$ cat config.mk
export PLATFORM = sky130hd
export DESIGN_NAME = mc_ctrl_fsm
export DESIGN_NICKNAME = d
export VERILOG_FILES = /design/src/rtl/mc_ctrl_pkg.sv /design/src/rtl/mc_ctrl_decode.sv /design/src/rtl/mc_ctrl_fsm.sv
export SDC_FILE = /design/constraint.sdc
export NUM_CORES = 1
export LEC_CHECK = 0
export CORE_MARGIN = 5
export CORE_UTILIZATION = 40
export DETAILED_ROUTE_END_ITERATION = 10
export PLACE_DENSITY = 0.83
export SYNTH_ARGS = -nofsm -noshare
export SYNTH_HDL_FRONTEND = slang
export SYNTH_HIERARCHICAL = 1
export SYNTH_SLANG_ARGS = --single-unit
$ cat constraint.sdc
create_clock -name clk -period 2.1 [get_ports clk]
set_input_delay 0.315 -clock clk [delete_from_list [all_inputs] [get_ports clk]]
set_output_delay 0.315 -clock clk [all_outputs]
set_load 0.1 [all_outputs]
$ cat src/rtl/mc_ctrl_pkg.sv
// rtl/mc_ctrl_pkg.sv - shared encodings for the multicycle control unit
package mc_ctrl_pkg;

  localparam logic [2:0] S_INIT   = 3'd0;
  localparam logic [2:0] S_FETCH  = 3'd1;
  localparam logic [2:0] S_DECODE = 3'd2;
  localparam logic [2:0] S_EXE    = 3'd3;
  localparam logic [2:0] S_MEM_RD = 3'd4;
  localparam logic [2:0] S_MEM_WR = 3'd5;
  localparam logic [2:0] S_WB_ALU = 3'd6;
  localparam logic [2:0] S_WB_MEM = 3'd7;

  localparam logic [5:0] OP_RTYPE = 6'b000000;
  localparam logic [5:0] OP_ORI   = 6'b001101;
  localparam logic [5:0] OP_LW    = 6'b100011;
  localparam logic [5:0] OP_SW    = 6'b101011;
  localparam logic [5:0] OP_BEQ   = 6'b000100;
  localparam logic [5:0] OP_LUI   = 6'b001111;
  localparam logic [5:0] OP_J     = 6'b000010;
  localparam logic [5:0] OP_JAL   = 6'b000011;

  localparam logic [5:0] FN_ADDU  = 6'b100001;
  localparam logic [5:0] FN_SUBU  = 6'b100011;

  localparam logic [1:0] EXT_ZERO = 2'b00;
  localparam logic [1:0] EXT_SIGN = 2'b01;
  localparam logic [1:0] EXT_LUI  = 2'b10;

  localparam logic [2:0] ALU_ADD  = 3'b000;
  localparam logic [2:0] ALU_SUB  = 3'b001;
  localparam logic [2:0] ALU_OR   = 3'b010;

  localparam logic [1:0] RD_RT    = 2'b00;
  localparam logic [1:0] RD_RD    = 2'b01;
  localparam logic [1:0] RD_RA    = 2'b10;

  localparam logic [1:0] WB_ALU   = 2'b00;
  localparam logic [1:0] WB_MEM   = 2'b01;
  localparam logic [1:0] WB_PC    = 2'b10;

  localparam logic [1:0] NPC_PLUS4  = 2'b00;
  localparam logic [1:0] NPC_BRANCH = 2'b01;
  localparam logic [1:0] NPC_JUMP   = 2'b10;

  typedef enum logic [3:0] {
    C_R_ALU, C_ORI, C_LUI, C_LOAD, C_STORE, C_BRANCH, C_JUMP, C_JAL, C_ILLEGAL
  } instr_class_e;

  typedef struct packed {
    instr_class_e cls;
    logic [1:0]   ext_op;
    logic         alu_src;
    logic [2:0]   alu_ctr;
    logic [1:0]   reg_dst;
  } dec_t;

endpackage

$ cat src/rtl/mc_ctrl_decode.sv
// rtl/mc_ctrl_decode.sv - combinational op/funct decoder to instruction class and selects
module mc_ctrl_decode
  import mc_ctrl_pkg::*;
(
  input  logic [5:0] op_i,
  input  logic [5:0] funct_i,
  output dec_t       dec_o
);

  always_comb begin
    dec_o.cls     = C_ILLEGAL;
    dec_o.ext_op  = EXT_ZERO;
    dec_o.alu_src = 1'b0;
    dec_o.alu_ctr = ALU_ADD;
    dec_o.reg_dst = RD_RT;
    case (op_i)
      OP_RTYPE: begin
        if (funct_i == FN_ADDU || funct_i == FN_SUBU) begin
          dec_o.cls     = C_R_ALU;
          dec_o.reg_dst = RD_RD;
          dec_o.alu_ctr = (funct_i == FN_SUBU) ? ALU_SUB : ALU_ADD;
        end
      end
      OP_ORI: begin
        dec_o.cls     = C_ORI;
        dec_o.alu_src = 1'b1;
        dec_o.alu_ctr = ALU_OR;
      end
      OP_LUI: begin
        dec_o.cls     = C_LUI;
        dec_o.ext_op  = EXT_LUI;
        dec_o.alu_src = 1'b1;
      end
      OP_LW, OP_SW: begin
        dec_o.cls     = (op_i == OP_LW) ? C_LOAD : C_STORE;
        dec_o.ext_op  = EXT_SIGN;
        dec_o.alu_src = 1'b1;
      end
      OP_BEQ: begin
        dec_o.cls     = C_BRANCH;
        dec_o.ext_op  = EXT_SIGN;
        dec_o.alu_ctr = ALU_SUB;
      end
      OP_J:    dec_o.cls = C_JUMP;
      OP_JAL: begin
        dec_o.cls     = C_JAL;
        dec_o.reg_dst = RD_RA;
      end
      default: dec_o.cls = C_ILLEGAL;
    endcase
  end

endmodule

$ cat src/rtl/mc_ctrl_fsm.sv
// rtl/mc_ctrl_fsm.sv - multicycle control FSM: state register, sequencing and strobe gating
module mc_ctrl_fsm
  import mc_ctrl_pkg::*;
(
  input  logic       clk,
  input  logic       rst_n,
  input  logic [5:0] op,
  input  logic [5:0] funct,
  input  logic       zero,
  output logic       pc_wr,
  output logic       ir_wr,
  output logic       reg_wr,
  output logic       mem_wr,
  output logic [1:0] ext_op,
  output logic       alu_src,
  output logic [2:0] alu_ctr,
  output logic [1:0] reg_dst,
  output logic [1:0] wb_sel,
  output logic [1:0] npc_op,
  output logic       illegal
);

  logic [2:0] state_q, state_d;
  dec_t       dec;

  mc_ctrl_decode u_decode (
    .op_i    (op),
    .funct_i (funct),
    .dec_o   (dec)
  );

  always_ff @(posedge clk or negedge rst_n) begin
    if (!rst_n) state_q <= S_INIT;
    else        state_q <= state_d;
  end

  always_comb begin
    state_d = state_q;
    pc_wr   = 1'b0;
    ir_wr   = 1'b0;
    reg_wr  = 1'b0;
    mem_wr  = 1'b0;
    ext_op  = EXT_ZERO;
    alu_src = 1'b0;
    alu_ctr = ALU_ADD;
    reg_dst = RD_RT;
    wb_sel  = WB_ALU;
    npc_op  = NPC_PLUS4;
    illegal = 1'b0;

    // IR is stable from DECODE onward, so the decoded selects are simply held.
    if (state_q != S_INIT && state_q != S_FETCH) begin
      ext_op  = dec.ext_op;
      alu_src = dec.alu_src;
      alu_ctr = dec.alu_ctr;
      reg_dst = dec.reg_dst;
    end

    case (state_q)
      S_FETCH: begin
        ir_wr   = 1'b1;
        pc_wr   = 1'b1;
        state_d = S_DECODE;
      end
      S_DECODE: begin
        case (dec.cls)
          C_JUMP: begin
            pc_wr   = 1'b1;
            npc_op  = NPC_JUMP;
            state_d = S_FETCH;
          end
          C_JAL: begin
            pc_wr   = 1'b1;
            npc_op  = NPC_JUMP;
            reg_wr  = 1'b1;
            wb_sel  = WB_PC;
            state_d = S_FETCH;
          end
          C_ILLEGAL: begin
            illegal = 1'b1;
            state_d = S_FETCH;
          end
          default: state_d = S_EXE;
        endcase
      end
      S_EXE: begin
        case (dec.cls)
          C_R_ALU, C_ORI, C_LUI: state_d = S_WB_ALU;
          C_LOAD:                state_d = S_MEM_RD;
          C_STORE:               state_d = S_MEM_WR;
          C_BRANCH: begin
            pc_wr   = zero;
            npc_op  = NPC_BRANCH;
            state_d = S_FETCH;
          end
          default:               state_d = S_FETCH;
        endcase
      end
      S_MEM_RD: state_d = S_WB_MEM;
      S_MEM_WR: begin
        mem_wr  = 1'b1;
        state_d = S_FETCH;
      end
      S_WB_ALU: begin
        reg_wr  = 1'b1;
        state_d = S_FETCH;
      end
      S_WB_MEM: begin
        reg_wr  = 1'b1;
        wb_sel  = WB_MEM;
        state_d = S_FETCH;
      end
      default: state_d = S_FETCH;
    endcase
  end

endmodule

==> results.md, run 1 <==
Synthesis:
- Of the post-synthesis cell area, the part taken by muxes is 0.
- The synthesized area per cell is 7.846 sq um.
- The cell with the most instances after synthesis is sky130_fd_sc_hd__nor2b_1.
- The fraction of registers with async set or reset after synthesis is 1.000.
- Of the total synthesized cell area, the portion taken by full adders, half adders and majority gates is 0.
- The number of distinct library cell variants in the gate-level netlist after synthesis is 40.
- For this run, the number of Yosys warnings is 6.
- The most area-hungry cell type in the Yosys netlist is sky130_fd_sc_hd__dfrtp_1.
- The cell area after synthesis is 666.9 sq um.
- The complex-gate fraction of the synthesized area came to 0.2345.
- The cell count after synthesis is 85.
- Of the post-synthesis cell area, the dominant cell type holds 0.1126.
- Of the total synthesized cell area, the portion taken by AND, OR, NAND and NOR gates is 0.5516.
- The number of nets handed over by synthesis was 100.
- The flip-flop and latch count after synthesis is 3.
- By count the netlist is led by sky130_fd_sc_hd__nor2b_1 (10), sky130_fd_sc_hd__nor2_1 (6), sky130_fd_sc_hd__nand2_1 (5).
- The number of flops mapped to enable cells by yosys is 0.
- Ranked by total cell area, the synthesized netlist is headed by sky130_fd_sc_hd__dfrtp_1 (11%), sky130_fd_sc_hd__nor2b_1 (9.4%), sky130_fd_sc_hd__buf_6 (5.1%), sky130_fd_sc_hd__nor4b_2 (4.5%), sky130_fd_sc_hd__and4bb_1 (3.8%).
- The fraction of the yosys area taken by sequential cells is 0.1126.
- The fraction of synthesized cell area in xor and xnor cells is 0.
- The main flop type after synthesis is sky130_fd_sc_hd__dfrtp_1.
- After synthesis, the largest family of logic cells by area is simple AND/OR/NAND/NOR gates.

Floorplan:
- The number of placement rows is 14.
- For this design the top-level I/O count stands at 32.
- The die outline height is 50.83 um.
- The initial core utilization is 0.4326.
- From left edge to right edge, the die measures 50.83 um.

CTS:
- Counting the buffers created by CTS gives 3.
- CTS saw 3 sinks.
- The buffer type at the clock tree root is sky130_fd_sc_hd__clkbuf_4.
- The level count of the clock H-tree is 1.
- The number of buffers on the longest clock path is 2.
- Buffers inserted to repair hold after CTS numbered 0.
- The number of cells upsized or downsized after cts is 70.
- Post-CTS timing repair inserted 11 buffers for setup.

Placement:
- After legalization and detailed placement, the total HPWL measured 1.819 mm.
- The worst-case setup slack after placement is -0.7477 ns.
- Buffers placed on the I/O ports in this run total 30.
- The post-detailed-placement cell area is 1310 sq um.
- The last weighted congestion value of the routability-driven placer is 0.8969.

Outcome:
- The first error in the log reads "[ERROR DPL-0033] detailed placement checks failed during check placement".
- The halt point of the flow is clock tree synthesis.
- The flow did not finish.
-- cell families after synthesis --
kind of cell,after synthesis
other,1
buffers and inverters,9
AOI/OAI and AO/OA,21
DFF,3
and+or+nand+nor,51
-- stage by stage --
stage / cells / utilization
after detailed placement: 145 / 0.8498
after global placement: 145 / 0.8498
after floorplan: 85 / -
==> run 2: changes to the inputs <==
--- a/config.mk
+++ b/config.mk
@@ -5,10 +5,10 @@
 export SDC_FILE = /design/constraint.sdc
 export NUM_CORES = 1
 export LEC_CHECK = 0
-export CORE_MARGIN = 5
-export CORE_UTILIZATION = 40
+export CORE_AREA = 5 5 66 68
 export DETAILED_ROUTE_END_ITERATION = 10
-export PLACE_DENSITY = 0.83
+export DIE_AREA = 0 0 71 73
+export PLACE_DENSITY_LB_ADDON = 0.15
 export SYNTH_ARGS = -nofsm -noshare
 export SYNTH_HDL_FRONTEND = slang
 export SYNTH_HIERARCHICAL = 1
==> results.md, run 2 <==
Placement:
- The worst-case setup slack after placement came to -0.7076 ns (+0.04016 ns).
- The HPWL reported at the end of detailed placement is 1.899 mm (+4.4%).
- The last weighted congestion value of the routability-driven placer is 0.7584 (-15%).
- The number of buffers added on ports is 30 (unchanged).

Cells and area:
- The net count of the finished layout is 167.
- The register ranked first by flip-flop count is state_q.
- The register with the most flip-flops in the layout has 3 of them.
- Leaving out fill and tap cells, the most frequent cell in the layout is sky130_fd_sc_hd__buf_4.
- The number of antenna diodes in the final layout is 0.
- The share of layout cells above drive strength 1 is 0.6755.
- The largest registers in the layout are state_q x3.
- Leaving out fill and tap cells, the most frequent cells in the layout are sky130_fd_sc_hd__buf_4 (35), sky130_fd_sc_hd__buf_12 (17), sky130_fd_sc_hd__buf_6 (8).
- The filler cell count is 385.
- From synthesis to final layout, the design area changed by 146.3%.

Routing:
- The average detailed-routed wire length per instance is 12.27 um.
- Across all layers, the routed design uses 885 vias.
- Before antenna repair, the detailed router went through 3 iterations.
- The count of nets left with antenna violations after detail routing is 0.
- The detailed router's first-iteration violation count is 38.
- The total detailed-routing wirelength is 2.466 mm.
- For this run, design rule violations remaining after detail routing come to 0.
- In the routed layout, each cell is associated on average with a via count of 4.403.

STA:
- Subtracting the final worst setup slack from the clock period gives 2.280 ns.
- The number of setup violations in the final report is 5.
- The final count of pins violating max slew came to 1.
- In the finished design, the share of the clock period the worst path needs comes to 1.086.
- Derived from the worst setup path, the maximum achievable clock frequency is 0.4386 GHz.
- The final worst clock skew is 0.0003872 ns.
- For the pin with the worst max-slew slack, the measured transition is 1.805 ns.
- Once routing completed, OpenROAD measured the worst setup slack at -0.1802 ns.
- The number of failing hold endpoints at the final stage was 0.
- Setup repair after global routing could not meet its margin everywhere.
- On the final layout, the worst hold slack is 0.2842 ns.
- The worst slew margin relative to its limit is -0.2057.
- The final total negative setup slack is -0.6155 ns.

GRT:
- The initial antenna violation count came to 0.
- The number of global-route vias before repair was 931.
- The overall fraction of global-route tracks in use is 0.09854.
- The first global-routing pass estimated 4.236 mm of wire.
- The leftover overflow at the end of global routing is 0.
- Entering global routing, the biggest net connects 14 pins.

Synthesis:
- The flip-flop and latch count after synthesis was 3 (unchanged).
- The cell count after synthesis is 85 (unchanged).
- The simple-gate portion of the synthesized area is 0.5516 (unchanged).
- The cell with the most instances after synthesis is sky130_fd_sc_hd__nor2b_1.
- The fraction of the yosys area taken by sequential cells is 0.1126 (unchanged).
- The number of warnings reported in the yosys synthesis log is 6 (unchanged).
- The mux contribution to synthesized area is 0 (unchanged).
- The most area-hungry cell type in the Yosys netlist is sky130_fd_sc_hd__dfrtp_1.
- The synthesized area per cell came to 7.846 sq um (unchanged).
- In the post-synthesis netlist, the biggest area contributors are sky130_fd_sc_hd__dfrtp_1 (11%), sky130_fd_sc_hd__nor2b_1 (9.4%), sky130_fd_sc_hd__buf_6 (5.1%), sky130_fd_sc_hd__nor4b_2 (4.5%), sky130_fd_sc_hd__and4bb_1 (3.8%).
- After synthesis, the most frequently instantiated cells are sky130_fd_sc_hd__nor2b_1 (10), sky130_fd_sc_hd__nor2_1 (6), sky130_fd_sc_hd__nand2_1 (5).
- The cell area after synthesis came to 666.9 sq um (unchanged).
- The post-synthesis adder-cell area fraction is 0 (unchanged).
- The total nets after synthesis is 100 (unchanged).
- The area share of the leading cell type in the synthesized netlist is 0.1126 (unchanged).
- The complex-gate fraction of the synthesized area is 0.2345 (unchanged).
- The number of flops mapped to enable cells by yosys is 0 (unchanged).
- The fraction of registers with async set or reset after synthesis is 1.000 (unchanged).
- The fraction of synthesized cell area in xor and xnor cells is 0 (unchanged).
- The largest family of logic cells by synthesized area is simple AND/OR/NAND/NOR gates.
- The most used flip-flop cell after synthesis is sky130_fd_sc_hd__dfrtp_1.
- The number of distinct library cell variants in the gate-level netlist after synthesis is 40 (unchanged).

Setup path:
- STA classifies the critical path startpoint as an input pin.
- The worst setup path is captured at an output port.
- Data on the critical path is required at its endpoint by 1.78 ns.
- The critical path is of the in -> out type.
- The worst endpoint data arrival time is 1.97 ns.
- Of all nets on the critical path, the largest fanout is 7.

CTS:
- At the later pin of the worst-skew pair, clock insertion delay measures 0.21 ns.
- The level count of the clock H-tree is 1 (unchanged).
- The TritonCTS clock tree is done.
- The number of buffers added by the clock tree synthesis step was 3 (unchanged).
- The number of hold buffers added after cts is 0 (unchanged).
- The number of buffers on the longest clock path is 2 (unchanged).
- The clock transition time at the flip-flop clock pins of the worst setup and hold paths is 0.03 ns.
- The total number of clock tree sinks is 3 (unchanged).
- The tree is rooted in a sky130_fd_sc_hd__clkbuf_8.

Outcome:
- The final reports fail on max-slew violations, negative setup slack.
- The flow ran to the end, but the final reports show violations.

Floorplan:
- The floorplan step defined a die boundary enclosing 5183 sq um.
- The number of placement rows is 23 (+9).
- The core region area is 3799 sq um.
- The die outline height came to 73 um (+44%).
- The boundary pin count is 32 (unchanged).
- The initial core utilization is 0.1756 (-0.2571).
- The die extent in x is 71 um (+40%).

Pwr:
- The relative contribution of the clock network to total power is 0.165.
- The share of total power dissipated in sequential elements is 0.105.
- Power comes to 1.000 mW.
- In this run the static leakage power is 0.6942 nW.
- Of the total power, combinational logic draws 0.730.
- The design internal power is 0.4845 mW.
- The net switching fraction of the power is 0.5156.
- The switching power summed over all nets is 0.5158 mW.
- For this design the ratio of total power to cell area is 608.9 nW/um^2.
- Across the VDD grid, the largest voltage drop is 0.2200 mV.

Min path:
- The path category of the worst min-delay check is in -> async.

Job:
- Across the run, the number of max-cap violations was 0.
-- run 2: stage by stage --
step,instance area (sq um),cells,util
after CTS,1625,200,0.4279
after detailed placement,1375,182,0.3620
after global placement,1375,182,0.3620
after floorplan,732.0,85,-
after global routing,1643,201,0.4325
final,1643,201,0.4325
-- run 2: power groups by stage --
stage	clock network, mW	logic (mW)	registers (mW)
after global routing	0.176	0.762	0.111
after global placement	0	0.688	0.104
final	0.165	0.730	0.105
after detailed placement	0	0.692	0.105
after CTS	0.172	0.734	0.105
after floorplan	0	0.473	0.0875
-- run 2: critical path, stage by stage --
cell and delay [ns]:
sky130_fd_sc_hd__buf_12 0.11, sky130_fd_sc_hd__nand3b_1 0.26, sky130_fd_sc_hd__a21boi_2 0.24, sky130_fd_sc_hd__o221ai_4 0.12, sky130_fd_sc_hd__and4bb_1 0.29, sky130_fd_sc_hd__nand2_1 0.07, sky130_fd_sc_hd__a311oi_2 0.34, sky130_fd_sc_hd__buf_12 0.22
-- run 2: cells by family (layout without fill, tap and decap cells) --
logic type             Yosys count  count (layout)
and+or+nand+nor                 51              51
AOI/OAI and AO/OA               21              21
buffers and inverters            9              75
DFF                              3               3
other                            1               1
-- run 2: final cells by class --
cell class | count | area, sq um | share of cell area
timing repair buffer | 69 | 772.0 | 0.4699
multi-input combinational | 73 | 680.7 | 0.4143
sequential | 3 | 75.07 | 0.04570
tap | 50 | 62.56 | 0.03808
clock buffer | 4 | 45.04 | 0.02742
inverter | 2 | 7.507 | 0.004570
-- run 2: path summary, 6_finish.rpt --
kind,startpoint,to,slack (ns),cells past startpoint
worst max-delay path,op[5],pc_wr,-0.18,8
worst min-delay path,rst_n,state_q[2]$_DFF_PN0_,0.28,1
worst max register to register,state_q[2]$_DFF_PN0_,state_q[1]$_DFF_PN0_,0.86,4
worst min register to register,state_q[2]$_DFF_PN0_,state_q[0]$_DFF_PN0_,0.69,3
max in group asynchronous,rst_n,state_q[0]$_DFF_PN0_,1.68,1
min in group clk,state_q[2]$_DFF_PN0_,state_q[0]$_DFF_PN0_,0.69,3
-- run 2: routing by layer --
metal | up-vias | track usage | part of all wire
met5 | - | 0 | 0
met4 | 0 | 0.03132 | 0.0061
met3 | 2 | 0.02204 | 0.045
met2 | 23 | 0.1843 | 0.55
met1 | 413 | 0.1102 | 0.39
li1 | 447 | - | -
-- run 2: timing repair --
| action | 4_1_cts | 5_1_grt |
|---|---|---|
| setup endpoints to repair | 13 | 7 |
| resized for setup | 72 | 3 |
| pin swaps | 20 | 7 |
| setup buffers | 14 | 2 |
(Power assumes the default switching activity.)
==> run 3: changes to the inputs <==
--- a/config.mk
+++ b/config.mk
@@ -9,7 +9,9 @@
 export DETAILED_ROUTE_END_ITERATION = 10
 export DIE_AREA = 0 0 71 73
 export PLACE_DENSITY_LB_ADDON = 0.15
+export RECOVER_POWER = 100
 export SYNTH_ARGS = -nofsm -noshare
 export SYNTH_HDL_FRONTEND = slang
 export SYNTH_HIERARCHICAL = 1
 export SYNTH_SLANG_ARGS = --single-unit
+export TNS_END_PERCENT = 1
==> constraint.sdc (replaced) <==
create_clock -name clk -period 2.02 [get_ports clk]
set_input_delay 0.303 -clock clk [delete_from_list [all_inputs] [get_ports clk]]
set_output_delay 0.303 -clock clk [all_outputs]
set_load 0.1 [all_outputs]
==> results.md, run 3 (synthesized netlist as in run 2, its figures left out) <==
Outcome:
- The flow ran to the end, but the final reports show violations.
- The checks that failed: max-slew violations, negative setup slack.

Setup path:
- The buffer and inverter count on the worst path is 2 (unchanged).
- The longest individual stage delay on the worst path came to 0.34 ns (about the same).
- The worst setup path is of the in -> out kind.
- The required time of the critical path is 1.72 ns (-0.06 ns).
- The source of the worst register-to-register timing path is state_q[1]$_DFF_PN0_.
- The worst endpoint data arrival time was 1.98 ns (about the same).
- The kind of end point of the critical path is an output port.
- STA classifies the critical path startpoint as an input pin.
- The start point of the critical path is op[5].
- Broken down by cell family, the worst path's largest delay share belongs to compound AO/OA/AOI/OAI gates.
- Walking the worst path, the cells encountered are buf_12 -> nand3b_1 -> a31oi_2 -> o221ai_4 -> and4bb_1 -> nand2_2 -> a311oi_4 -> buf_12.
- Counting stages on the worst path, the most repeated cell is sky130_fd_sc_hd__buf_12.
- The cell at the slowest stage of the critical path is sky130_fd_sc_hd__and4bb_1.
- The highest fanout seen on the critical path was 8 (+1).

GRT:
- The largest net degree at the start of global routing was 12 (-2).
- After global routing, the most crowded layer is met2.
- The global-route met3 utilization was 0.02617 (+0.004132).
- The initial antenna violation count came to 0 (unchanged).
- The met2 layer usage reported by global route is 0.1720 (-0.01236).
- The leftover overflow at the end of global routing was 0 (unchanged).
- The overall fraction of global-route tracks in use is 0.09307 (-0.005469).
- The number of global-route vias before repair is 920 (-1.2%).
- The global routing met1 resource utilization is 0.1118 (+0.001553).
- The global-route wire length before repair is 4.043 mm (-4.6%).

Routing:
- The average detailed-routed wire length per instance is 12.21 um (-0.52%).
- The count of nets left with antenna violations after detail routing is 0 (unchanged).
- The via-per-instance ratio is 4.349 (-1.2%).
- The via count of the routed design was 848 (-4.2%).
- The remaining design rule violation count is 0 (unchanged).
- The total detailed-routing wirelength is 2.380 mm (-3.5%).
- The detailed router's first-iteration violation count is 27 (-29%).
- The detailed-routing iteration count for the pre-antenna-repair pass came to 3 (unchanged).

Cells and area:
- The area occupied by registers came to 75.07 sq um (unchanged).
- Counting flops per register, the top entry is state_q.
- The largest registers in the layout are state_q x3.
- The post-layout instance area is 1560 sq um (-5.0%).
- The area of combinational cells with multiple inputs is 655.6 sq um (-3.7%).
- The number of nets in the finished design came to 161 (-3.6%).
- The filler cell count came to 388 (+0.78%).
- The share of layout cells above drive strength 1 was 0.6207 (-0.05481).
- The count of placed standard cells in the final layout, fillers left out is 195 (-3.0%).
- The number of inserted diodes was 0 (unchanged).
- The leading cell type in the layout, fill and taps excluded is sky130_fd_sc_hd__buf_4.
- The flip-flop count of the largest register after layout is 3 (unchanged).
- In the layout the commonest cells are sky130_fd_sc_hd__buf_4 (31), sky130_fd_sc_hd__buf_12 (18), sky130_fd_sc_hd__nor2b_1 (8).
- The area growth from synthesis to layout is 134.0%.

CTS:
- The clock latency at the later pin of the worst-skew pair is 0.21 ns (about the same).
- TritonCTS built the clock tree.
- The number of buffers on the longest clock path was 2 (unchanged).
- The number of buffers added by the clock tree synthesis step is 3 (unchanged).
- The level count of the clock H-tree came to 1 (unchanged).
- The buffer type at the clock tree root is sky130_fd_sc_hd__clkbuf_8.
- The total number of clock tree sinks is 3 (unchanged).
- The clock transition time at the flip-flop clock pins of the worst setup and hold paths came to 0.03 ns (about the same).

Floorplan:
- The boundary pin count is 32 (unchanged).
- The die outline height was 73 um (unchanged).
- The initial core utilization is 0.1756 (unchanged).
- The core region area is 3799 sq um (unchanged).
- The die extent in x is 71 um (unchanged).
- The full die area came to 5183 sq um (unchanged).
- The number of placement rows is 23 (unchanged).

STA:
- After layout, the minimum clock period comes to 2.285 ns.
- The ratio of final minimum period to clock period is 1.131.
- The final count of pins violating max slew is 1 (unchanged).
- The worst-margin pin slew was 1.810 ns (+0.004986 ns).
- The final total negative setup slack is -1.194 ns (-0.5784 ns).
- Derived from the worst setup path, the maximum achievable clock frequency is 0.4377 GHz.
- The number of setup violations in the final report is 6 (+1).
- The final worst clock skew was 0.002352 ns (+0.001965 ns).
- The number of failing hold endpoints at the final stage is 0 (unchanged).
- The worst slew margin relative to its limit is -0.2090 (-0.003330).
- Setup repair after global routing could not meet its margin everywhere.
- The worst path setup slack after routing is -0.2647 ns (-0.08457 ns).

Min path:
- The tightest min-delay check is of the in -> async type.

Placement:
- The post-detailed-placement cell area is 1385 sq um (+0.73%).
- The HPWL reported at the end of detailed placement is 1.799 mm (-5.3%).
- The last weighted congestion value of the routability-driven placer came to 0.6860 (-9.5%).
- The number of buffers added on ports is 30 (unchanged).
- The cell count after placement is 184 (+1.1%).

Pwr:
- The power per cell area is 658.2 nW/um^2 (+8.1%).
- The total power after layout is 1.027 mW (+2.7%).
- The largest voltage drop on the vdd net came to 0.2367 mV (+7.6%).
- The leakage dissipation came to 0.6520 nW (-6.1%).

Job:
- The max-capacitance violation count is 0 (unchanged).
## run 3: report_power, final
| group | internal, mW | total, mW | switching [mW] |
|---|---|---|---|
| clock network | 0.134 | 0.172 | 0.0375 |
| logic | 0.280 | 0.717 | 0.437 |
| registers | 0.0783 | 0.138 | 0.0599 |
| total | 0.492 | 1.03 | 0.535 |
## run 3: per-stage QoR
step / hold slack, ns / worst slack, ns / utilization
after floorplan: 0.007409 / -0.4925 / -
after global placement: 0.4931 / -0.7737 / 0.3646
after detailed placement: 0.4929 / -0.7406 / 0.3646
after CTS: 0.2657 / -0.3418 / 0.4032
after global routing: 0.3530 / -0.3524 / 0.4107
final: 0.3367 / -0.2647 / 0.4107
## run 3: area by class of cell
type	count	share of cell area
clock buffers	4	0.02887
multi-input cells	73	0.4202
repair buffers	63	0.4579
inverters	2	0.004812
well taps	50	0.04010
flip-flops and latches	3	0.04812
## run 3: worst paths after layout
kind | cells after the start | endpoint | slack (ns)
max | 8 | pc_wr | -0.26
min reg2reg | 2 | state_q[0]$_DFF_PN0_ | 0.65
min in group clk | 2 | state_q[0]$_DFF_PN0_ | 0.65
max in group asynchronous | 1 | state_q[2]$_DFF_PN0_ | 1.54
min | 1 | state_q[1]$_DFF_PN0_ | 0.34
max reg2reg | 3 | state_q[1]$_DFF_PN0_ | 0.60
## run 3: per-layer routing
layer	wire length, um	share of wire
met1	1037	0.44
met3	103	0.043
met4	0	0
met2	1238	0.52
met5	0	0
## run 3: what timing repair did
item / CTS / global route
setup buffers: 6 / 2
endpoints found under the setup margin: 14 / 13
resized for setup: 36 / 29
hold endpoints to repair: 0 / 0
pin swaps: 11 / 13
hold buffers: 0 / 0
==> run 4: changes to the inputs <==
==> constraint.sdc (replaced) <==
create_clock -name clk -period 2.4 [get_ports clk]
set_input_delay 0.36 -clock clk [delete_from_list [all_inputs] [get_ports clk]]
set_output_delay 0.36 -clock clk [all_outputs]
set_load 0.1 [all_outputs]
==> results.md, run 4 (synthesized netlist as in run 2, its figures left out) <==
Outcome:
- The flow ran to the end, but the final reports show violations.
- The checks that failed: max-slew violations.

Setup path:
- In this run the worst setup path begins at funct[5].
- The required time of the critical path is 2.04 ns (+0.32 ns).
- The longest individual stage delay on the worst path is 0.26 ns (-0.08 ns).
- The kind of end point of the critical path is an output port.
- The classification of the worst setup path is in -> out.
- The cell at the slowest stage of the critical path is sky130_fd_sc_hd__and3b_2.
- The worst endpoint data arrival time came to 1.99 ns (about the same).
- The worst register-to-register path begins at state_q[1]$_DFF_PN0_.
- Traced cell by cell, the critical path runs through dlygate4sd2_1 -> nor4b_4 -> and2_4 -> o221ai_4 -> and3b_2 -> and4bb_1 -> a22o_2 -> buf_12.
- The highest fanout seen on the critical path was 4 (-4).
- STA classifies the critical path startpoint as an input pin.

Routing:
- The total detailed-routing wirelength came to 2.300 mm (-3.4%).
- The remaining design rule violation count came to 0 (unchanged).
- The count of nets left with antenna violations after detail routing is 0 (unchanged).
- The via-per-instance ratio is 4.412 (+1.5%).
- The detailed router's first-iteration violation count was 22 (-19%).
- The via count of the routed design is 856 (+0.94%).
- The average detailed-routed wire length per instance is 11.86 um (-2.9%).
- The detailed-routing iteration count for the pre-antenna-repair pass is 4 (+1).

STA:
- The worst slew margin relative to its limit is -0.2217 (-0.01265).
- The worst path setup slack after routing is 0.05386 ns (+0.3186 ns).
- The time the final worst path needs with I/O delays and setup is 2.346 ns.
- The final worst clock skew came to 0.003371 ns (+0.001019 ns).
- The number of failing hold endpoints at the final stage is 0 (unchanged).
- The highest clock rate is 0.4262 GHz.
- The number of setup violations in the final report is 0 (-6).
- The worst-margin pin slew came to 1.829 ns (+0.01893 ns).
- Setup repair after global routing could not meet its margin everywhere.
- The final count of pins violating max slew was 1 (unchanged).
- Of the available clock period, the critical path in the final layout requires 0.9776.
- The final total negative setup slack is 0 ns (+1.194 ns).

Cells and area:
- The largest registers in the layout are state_q x3.
- The area occupied by registers was 75.07 sq um (unchanged).
- The top cell types in the final layout, fill and taps aside, are sky130_fd_sc_hd__buf_4 (33), sky130_fd_sc_hd__clkbuf_2 (10), sky130_fd_sc_hd__nor2b_1 (9).
- The flip-flop count of the largest register after layout is 3 (unchanged).
- The number of inserted diodes is 0 (unchanged).
- The leading cell type in the layout, fill and taps excluded is sky130_fd_sc_hd__buf_4.
- The share of layout cells above drive strength 1 is 0.5764 (-0.04430).
- The area of combinational cells with multiple inputs is 604.3 sq um (-7.8%).
- The register ranked first by flip-flop count is state_q.
- From synthesis to final layout, the design area changed by 99.06%.
- The filler cell count came to 435 (+12%).
- The number of nets in the finished design is 160 (-0.62%).
- The count of placed standard cells in the final layout, fillers left out was 194 (-0.51%).

GRT:
- The number of global-route vias before repair is 901 (-2.1%).
- The overall fraction of global-route tracks in use is 0.09255 (-0.0005197).
- The leftover overflow at the end of global routing was 0 (unchanged).
- The largest net degree at the start of global routing is 15 (+3).
- The initial antenna violation count came to 0 (unchanged).
- The global-route wire length before repair is 3.905 mm (-3.4%).

Floorplan:
- The die extent in x was 71 um (unchanged).
- The number of placement rows is 23 (unchanged).
- The die outline height is 73 um (unchanged).
- The boundary pin count is 32 (unchanged).
- The core region area is 3799 sq um (unchanged).
- The initial core utilization came to 0.1756 (unchanged).
- The full die area came to 5183 sq um (unchanged).

Min path:
- The path category of the worst min-delay check is in -> async.

Job:
- The max-capacitance violation count is 0 (unchanged).

CTS:
- The clock transition time at the flip-flop clock pins of the worst setup and hold paths is 0.03 ns (about the same).
- The level count of the clock H-tree was 1 (unchanged).
- The TritonCTS clock tree is done.
- The clock latency at the later pin of the worst-skew pair is 0.21 ns (about the same).
- The number of buffers on the longest clock path came to 2 (unchanged).
- The total number of clock tree sinks is 3 (unchanged).
- The number of buffers added by the clock tree synthesis step came to 3 (unchanged).
- The number of hold buffers added after cts came to 0 (unchanged).
- The buffer type at the clock tree root is sky130_fd_sc_hd__clkbuf_8.

Placement:
- The worst-case setup slack after placement came to -0.4924 ns (+0.2483 ns).
- The last weighted congestion value of the routability-driven placer is 0.7291 (+6.3%).
- The cell count after placement is 180 (-2.2%).
- The number of buffers added on ports is 30 (unchanged).
- The HPWL reported at the end of detailed placement is 1.688 mm (-6.2%).

Pwr:
- The total power after layout came to 0.8034 mW (-22%).
- The power per cell area is 605.2 nW/um^2 (-8.1%).
- The largest voltage drop on the vdd net is 0.1794 mV (-24%).
- The leakage dissipation came to 0.5984 nW (-8.2%).
run 4: cell count changes in the layout (fill, tap and decap cells not counted), sizes merged:
cell	change
dlygate4sd2	+1
clkdlybuf4s50	-1
clkdlybuf4s15	+1
buf	-8
clkbuf	+6
run 4: final cells by class:
| cell class | count | area share |
|---|---|---|
| inverter | 2 | 0.005655 |
| clock buffer | 4 | 0.03393 |
| sequential | 3 | 0.05655 |
| tap | 50 | 0.04713 |
| timing repair buffer | 62 | 0.4015 |
| multi-input combinational | 73 | 0.4552 |
run 4: where the power goes:
group / internal (mW) / total [mW] / leakage (nW) / switching, mW
logic: 0.196 / 0.539 / 0.538 / 0.343
registers: 0.0658 / 0.120 / 0.0373 / 0.0543
clock network: 0.113 / 0.144 / 0.0228 / 0.0312
run 4: worst paths after layout:
check | endpoint | slack, ns | cells past startpoint
min reg2reg | state_q[2]$_DFF_PN0_ | 0.76 | 1
min in group clk | state_q[2]$_DFF_PN0_ | 0.76 | 1
min | state_q[1]$_DFF_PN0_ | 0.39 | 1
max reg2reg | state_q[1]$_DFF_PN0_ | 1.11 | 2
max | reg_wr | 0.05 | 8
max in group asynchronous | state_q[2]$_DFF_PN0_ | 1.86 | 1
run 4: metal layers:
layer,track usage,part of all wire
met1,0.1029,0.42
met2,0.1771,0.52
met3,0.02342,0.050
met4,0.01879,0.0043
met5,0,0
run 4: critical path: cells and delay by family:
family | cells | cell delay [ns]
buf+inv | 2 | 0.40
compound gates | 2 | 0.48
simple gates | 4 | 0.75
run 4: timing repair:
item,4_1_cts,5_1_grt
setup buffers,9,1
endpoints found under the hold margin,0,0
endpoints found under the setup margin,7,5
resized for setup,54,9
gates cloned,0,0
pin swaps,11,8
run 4: per-stage QoR:
stage	utilization	hold WS, ns	cell area [sq um]
3_5_place_dp	0.3356	0.5485	1275
3_3_place_gp	0.3356	0.5467	1275
5_1_grt	0.3495	0.4095	1328
2_1_floorplan	-	0.06441	680.7
6_report	0.3495	0.3935	1328
4_1_cts	0.3768	0.3235	1431
==> edit 1 (settings of run 4) <==
Reset style: synchronous (`rst_n`), changed in one clocked block.
--- a/src/rtl/mc_ctrl_fsm.sv
+++ b/src/rtl/mc_ctrl_fsm.sv
@@ -29,7 +29,7 @@
     .dec_o   (dec)
   );
 
-  always_ff @(posedge clk or negedge rst_n) begin
+  always_ff @(posedge clk) begin
     if (!rst_n) state_q <= S_INIT;
     else        state_q <= state_d;
   end
Formal check against the unedited RTL: differs if rst_n is asserted again (counterexample within 4 cycles, from zero or initial values and one cycle with rst_n low); with rst_n held inactive, the same outputs for 10 cycles.
==> edit 1 against run 4 <==
  * Count of clock-buffer cells in the layout did not move
  * Via count up 6.1%
  * Sequential cell count stayed put
  * The run still ends with slew limit left
  * Wire length up 10%
  * Critical path type unchanged
  * Die area unchanged
  * Register-to-register slack got worse by 0.14 ns
  * Worst setup slack got worse by 0.0048 ns
  * Area after synthesis decreased by 2.8%
  * Largest cell class is now buffers
  * Design area rose by 17%
Power is not compared: it rests on default switching activity, and its combinational part moved more than twofold at a synthesized area within 25%.
==> edit 1: results (changes against run 4) <==
crit_path_max_fanout: 5  # was 4
violations: "slew limit"  # unchanged
place_ws_ns: -0.490  # was -0.492 ns
finalWeightedCongestion: 0.832  # was 0.729
fmax_ghz: 0.425  # was 0.426 GHz
grt_pass1_wl_um: 4230  # was 3910 µm
grt_max_degree: 12  # was 15
fill_cells: 401  # was 435
grt_pass1_vias: 942  # was 901
top_regs: "state_q x3"  # unchanged
syn_area_per_cell_um2: 7.62  # was 7.85 µm²
post_drt_wl_per_cell_um: 12.6  # was 11.9 µm
critPathCapture: "illegal"  # was reg_wr
r2r-start: "state_q[1]$_SDFF_PN0_"  # was state_q[1]$_DFF_PN0_
initialDrtViolationCount: 19  # was 22
finClkSkew_ns: 0.00247  # was 0.00337 ns
drv_slew: 1  # unchanged
ys_async_sr_fraction_pct: 0  # was 100%
critPathLaunch: "op[0]"  # was funct[5]
timing.rr.end: "state_q[1]$_SDFF_PN0_"  # was state_q[1]$_DFF_PN0_
rr_worst_depth: 3  # was 2
drive_gt1_share_pct: 63.2  # was 57.6%
status: "finished, violations left"  # unchanged
hold_path_class: "flip-flop to flip-flop"  # was primary input to async pin
nNetsFinal: 168  # was 160
worst_pin_slew_ns: 1.82  # was 1.83 ns
synthFlopType: "dfxtp_1"  # was dfrtp_1
dp.cells: 186  # was 180
finalNonFillerCells: 202  # was 194
worst_hold_slack_ns: 0.676  # was 0.393 ns
[edit 1: critical path: stages]
cell	delay (ns)
buf_4	0.13
buf_6	0.13
buf_4	0.14
a22o_1	0.20
a21o_1	0.19
buf_4	0.15
nor4b_4	0.30
and2b_2	0.21
buf_12	0.17
[edit 1: repair_timing]
item,4_1_cts,5_1_grt
cloned,0,0
endpoints found under the setup margin,10,6
buffers inserted,10,3
pin swaps,17,16
resized for setup,51,19
[edit 1: metal layers]
layer | vias up | GRT usage (%) | part of all wire [%]
met5 | - | 0 | 0
met3 | 4 | 1.65 | 4.7
met4 | 0 | 3.97 | 1.1
met1 | 424 | 10.7 | 39
met2 | 33 | 19.1 | 55
li1 | 447 | - | -
[edit 1: logic make-up (layout without fill, tap and decap cells)]
kind of cell	after synthesis	count (layout)	synth area share [%]
buf+inv	7	74	8.30
compound gates	22	22	25.5
simple gates	52	52	56.4
other cells	1	1	0.579
flops	3	3	9.27
[edit 1: per-stage QoR]
stage	setup TNS, ns	instance area (µm²)
3_5_place_dp	-3.04	1320
3_3_place_gp	-2.93	1320
2_1_floorplan	-1.46	674
5_1_grt	-0.0139	1560
4_1_cts	-0.00158	1540
6_report	0	1560
[edit 1: area by class of cell]
| type | instances | area share [%] |
|---|---|---|
| inverter | 2 | 0.482 |
| multi-input combinational | 75 | 43.9 |
| sequential | 3 | 3.86 |
| tap | 50 | 4.02 |
| timing repair buffer | 68 | 44.9 |
| clock buffer | 4 | 2.89 |
[edit 1: power breakdown]
group / internal, µW / switching (µW)
logic: 106 / 121
clock network: 114 / 36.6
registers: 53.6 / 7.44
==> edit 2 (settings of run 4) <==
Without the edit above. Put a register stage on the output `alu_ctr`. The value now appears one clock later. The other outputs are not delayed to match.
--- a/src/rtl/mc_ctrl_fsm.sv
+++ b/src/rtl/mc_ctrl_fsm.sv
@@ -19,6 +19,8 @@
   output logic [1:0] npc_op,
   output logic       illegal
 );
+
+  logic [2:0] alu_ctr_d;
 
   logic [2:0] state_q, state_d;
   dec_t       dec;
@@ -42,7 +44,7 @@
     mem_wr  = 1'b0;
     ext_op  = EXT_ZERO;
     alu_src = 1'b0;
-    alu_ctr = ALU_ADD;
+    alu_ctr_d = ALU_ADD;
     reg_dst = RD_RT;
     wb_sel  = WB_ALU;
     npc_op  = NPC_PLUS4;
@@ -52,7 +54,7 @@
     if (state_q != S_INIT && state_q != S_FETCH) begin
       ext_op  = dec.ext_op;
       alu_src = dec.alu_src;
-      alu_ctr = dec.alu_ctr;
+      alu_ctr_d = dec.alu_ctr;
       reg_dst = dec.reg_dst;
     end
 
@@ -114,5 +116,9 @@
     endcase
   end
 
+  always_ff @(posedge clk) begin
+    alu_ctr <= alu_ctr_d;
+  end
+
 endmodule
 
Formal check against the unedited RTL: not equivalent (a bounded check fails within 4 cycles, from zero or initial values and one cycle with rst_n low).
==> edit 2 against run 4 <==
  * Worst setup slack improved by 0.037 ns
  * Power is 17% higher
  * Count of clock-buffer cells in the layout stayed put
  * Non-clock buffer count is 12 higher
  * Via count rose by 3.9%
  * Sequential cell count increased by 3
  * Area after synthesis grew 4.1%
  * Maximum frequency rose by 1.6%
  * Design area grew 11%
  * Wire length is 14% higher
  * Core utilization grew 3.7 points
  * Critical endpoint is now pc_wr
==> edit 2: results (changes against run 4) <==
buffers: 74  # was 62
power_frac_seq_pct: 17.1  # was 14.9%
fill_cells: 430  # was 435
top_regs: "alu_ctr x3, state_q x3"  # was state_q x3
met3_usage_pct: 1.52  # was 2.34%
seq_cells: 6  # was 3
crit_path_max_fanout: 5  # was 4
ir_drop_uv: 324  # was 179 µV
io_buffers: 31  # was 30
cp.arrival_ns: 1.95  # was 1.99 ns
drive_gt1_share_pct: 56.6  # was 57.6%
initialDrtViolationCount: 29  # was 22
grt_pass1_wl_um: 4300  # was 3910 µm
synth_area_leaders: "dfrtp_1, dfxtp_1, nor2b_1, buf_6, nor2_1"  # was dfrtp_1, nor2b_1, buf_6, nor4b_2, and4bb_1
clk_share_pct: 3.07  # was 3.39%
cts_resized: 44  # was 54
multiInputGateArea_um2: 591  # was 604 µm²
vias_per_cell: 4.25  # was 4.41
grt_pass1_vias: 950  # was 901
pwr-share-comb_pct: 66.4  # was 67.1%
dp_hpwl_um: 1970  # was 1690 µm
max_slew_margin_pct: 21.9  # was -22.2%
finClkSkew_ns: 0.00210  # was 0.00337 ns
nNetsFinal: 175  # was 160
place_ws_ns: -0.510  # was -0.492 ns
finalWeightedCongestion: 0.781  # was 0.729
switching_share_pct: 50.2  # was 53.3%
status: "finished, final reports clean"  # was finished, violations left
p_leak_uw: 0.000665  # was 0.000598 µW
track_usage_pct: 10.3  # was 9.26%
syn-num-nets: 101  # was 100
## edit 2: cell types whose count changed after synthesis, sizes merged, moves of 2 or more
cell,delta
and2b,+2
and4bb,-3
buf,-3
dfxtp,+3
nand2,+2
nor2,+3
nor2b,-2
nor3b,-3
## edit 2: cells by family (layout without fill, tap and decap cells)
kind of cell,Yosys count,in the layout,share of synthesized area [%]
AND/OR/NAND/NOR,52,52,50.4
AO/OA/AOI/OAI,20,20,21.8
buffers and inverters,7,80,7.75
other,1,1,0.540
flip-flops,6,6,19.5
## edit 2: layer usage
| layer | wire length [µm] | vias to the layer above |
|---|---|---|
| li1 | - | 457 |
| met1 | 1060 | 411 |
| met2 | 1460 | 17 |
| met3 | 70 | 4 |
| met4 | 41 | 0 |
| met5 | 0 | - |
## edit 2: worst max-delay path, cell delays in order
cell and delay, ns:
buf_6 0.10, buf_6 0.12, nor4_4 0.24, nand2_1 0.10, o221ai_2 0.18, buf_4 0.15
nand4bb_4 0.14, nor3_4 0.05, a211o_4 0.34, buf_12 0.17
## edit 2: worst max path at each step
stage                     startpoint      end  slack, ns  depth (start not counted)
after floorplan                op[5]    pc_wr      -0.36                          7
after global placement         op[5]  illegal      -0.50                          7
after detailed placement       op[5]    pc_wr      -0.51                          9
after CTS                      op[1]    pc_wr     0.0005                         10
after global routing           op[2]    pc_wr      0.006                         11
final                          op[0]    pc_wr       0.09                         10
## edit 2: through the flow
stage | std cells | power, µW | hold WS [ns] | area (µm²) | setup TNS (ns)
after global placement | 191 | 781 | 0.548 | 1390 | -2.65
after detailed placement | 191 | 783 | 0.551 | 1390 | -2.72
after CTS | 207 | 965 | 0.326 | 1560 | 0
final | 209 | 941 | 0.400 | 1470 | 0
after floorplan | 86 | 542 | 0.0644 | 746 | -1.77
after global routing | 209 | 984 | 0.411 | 1470 | 0
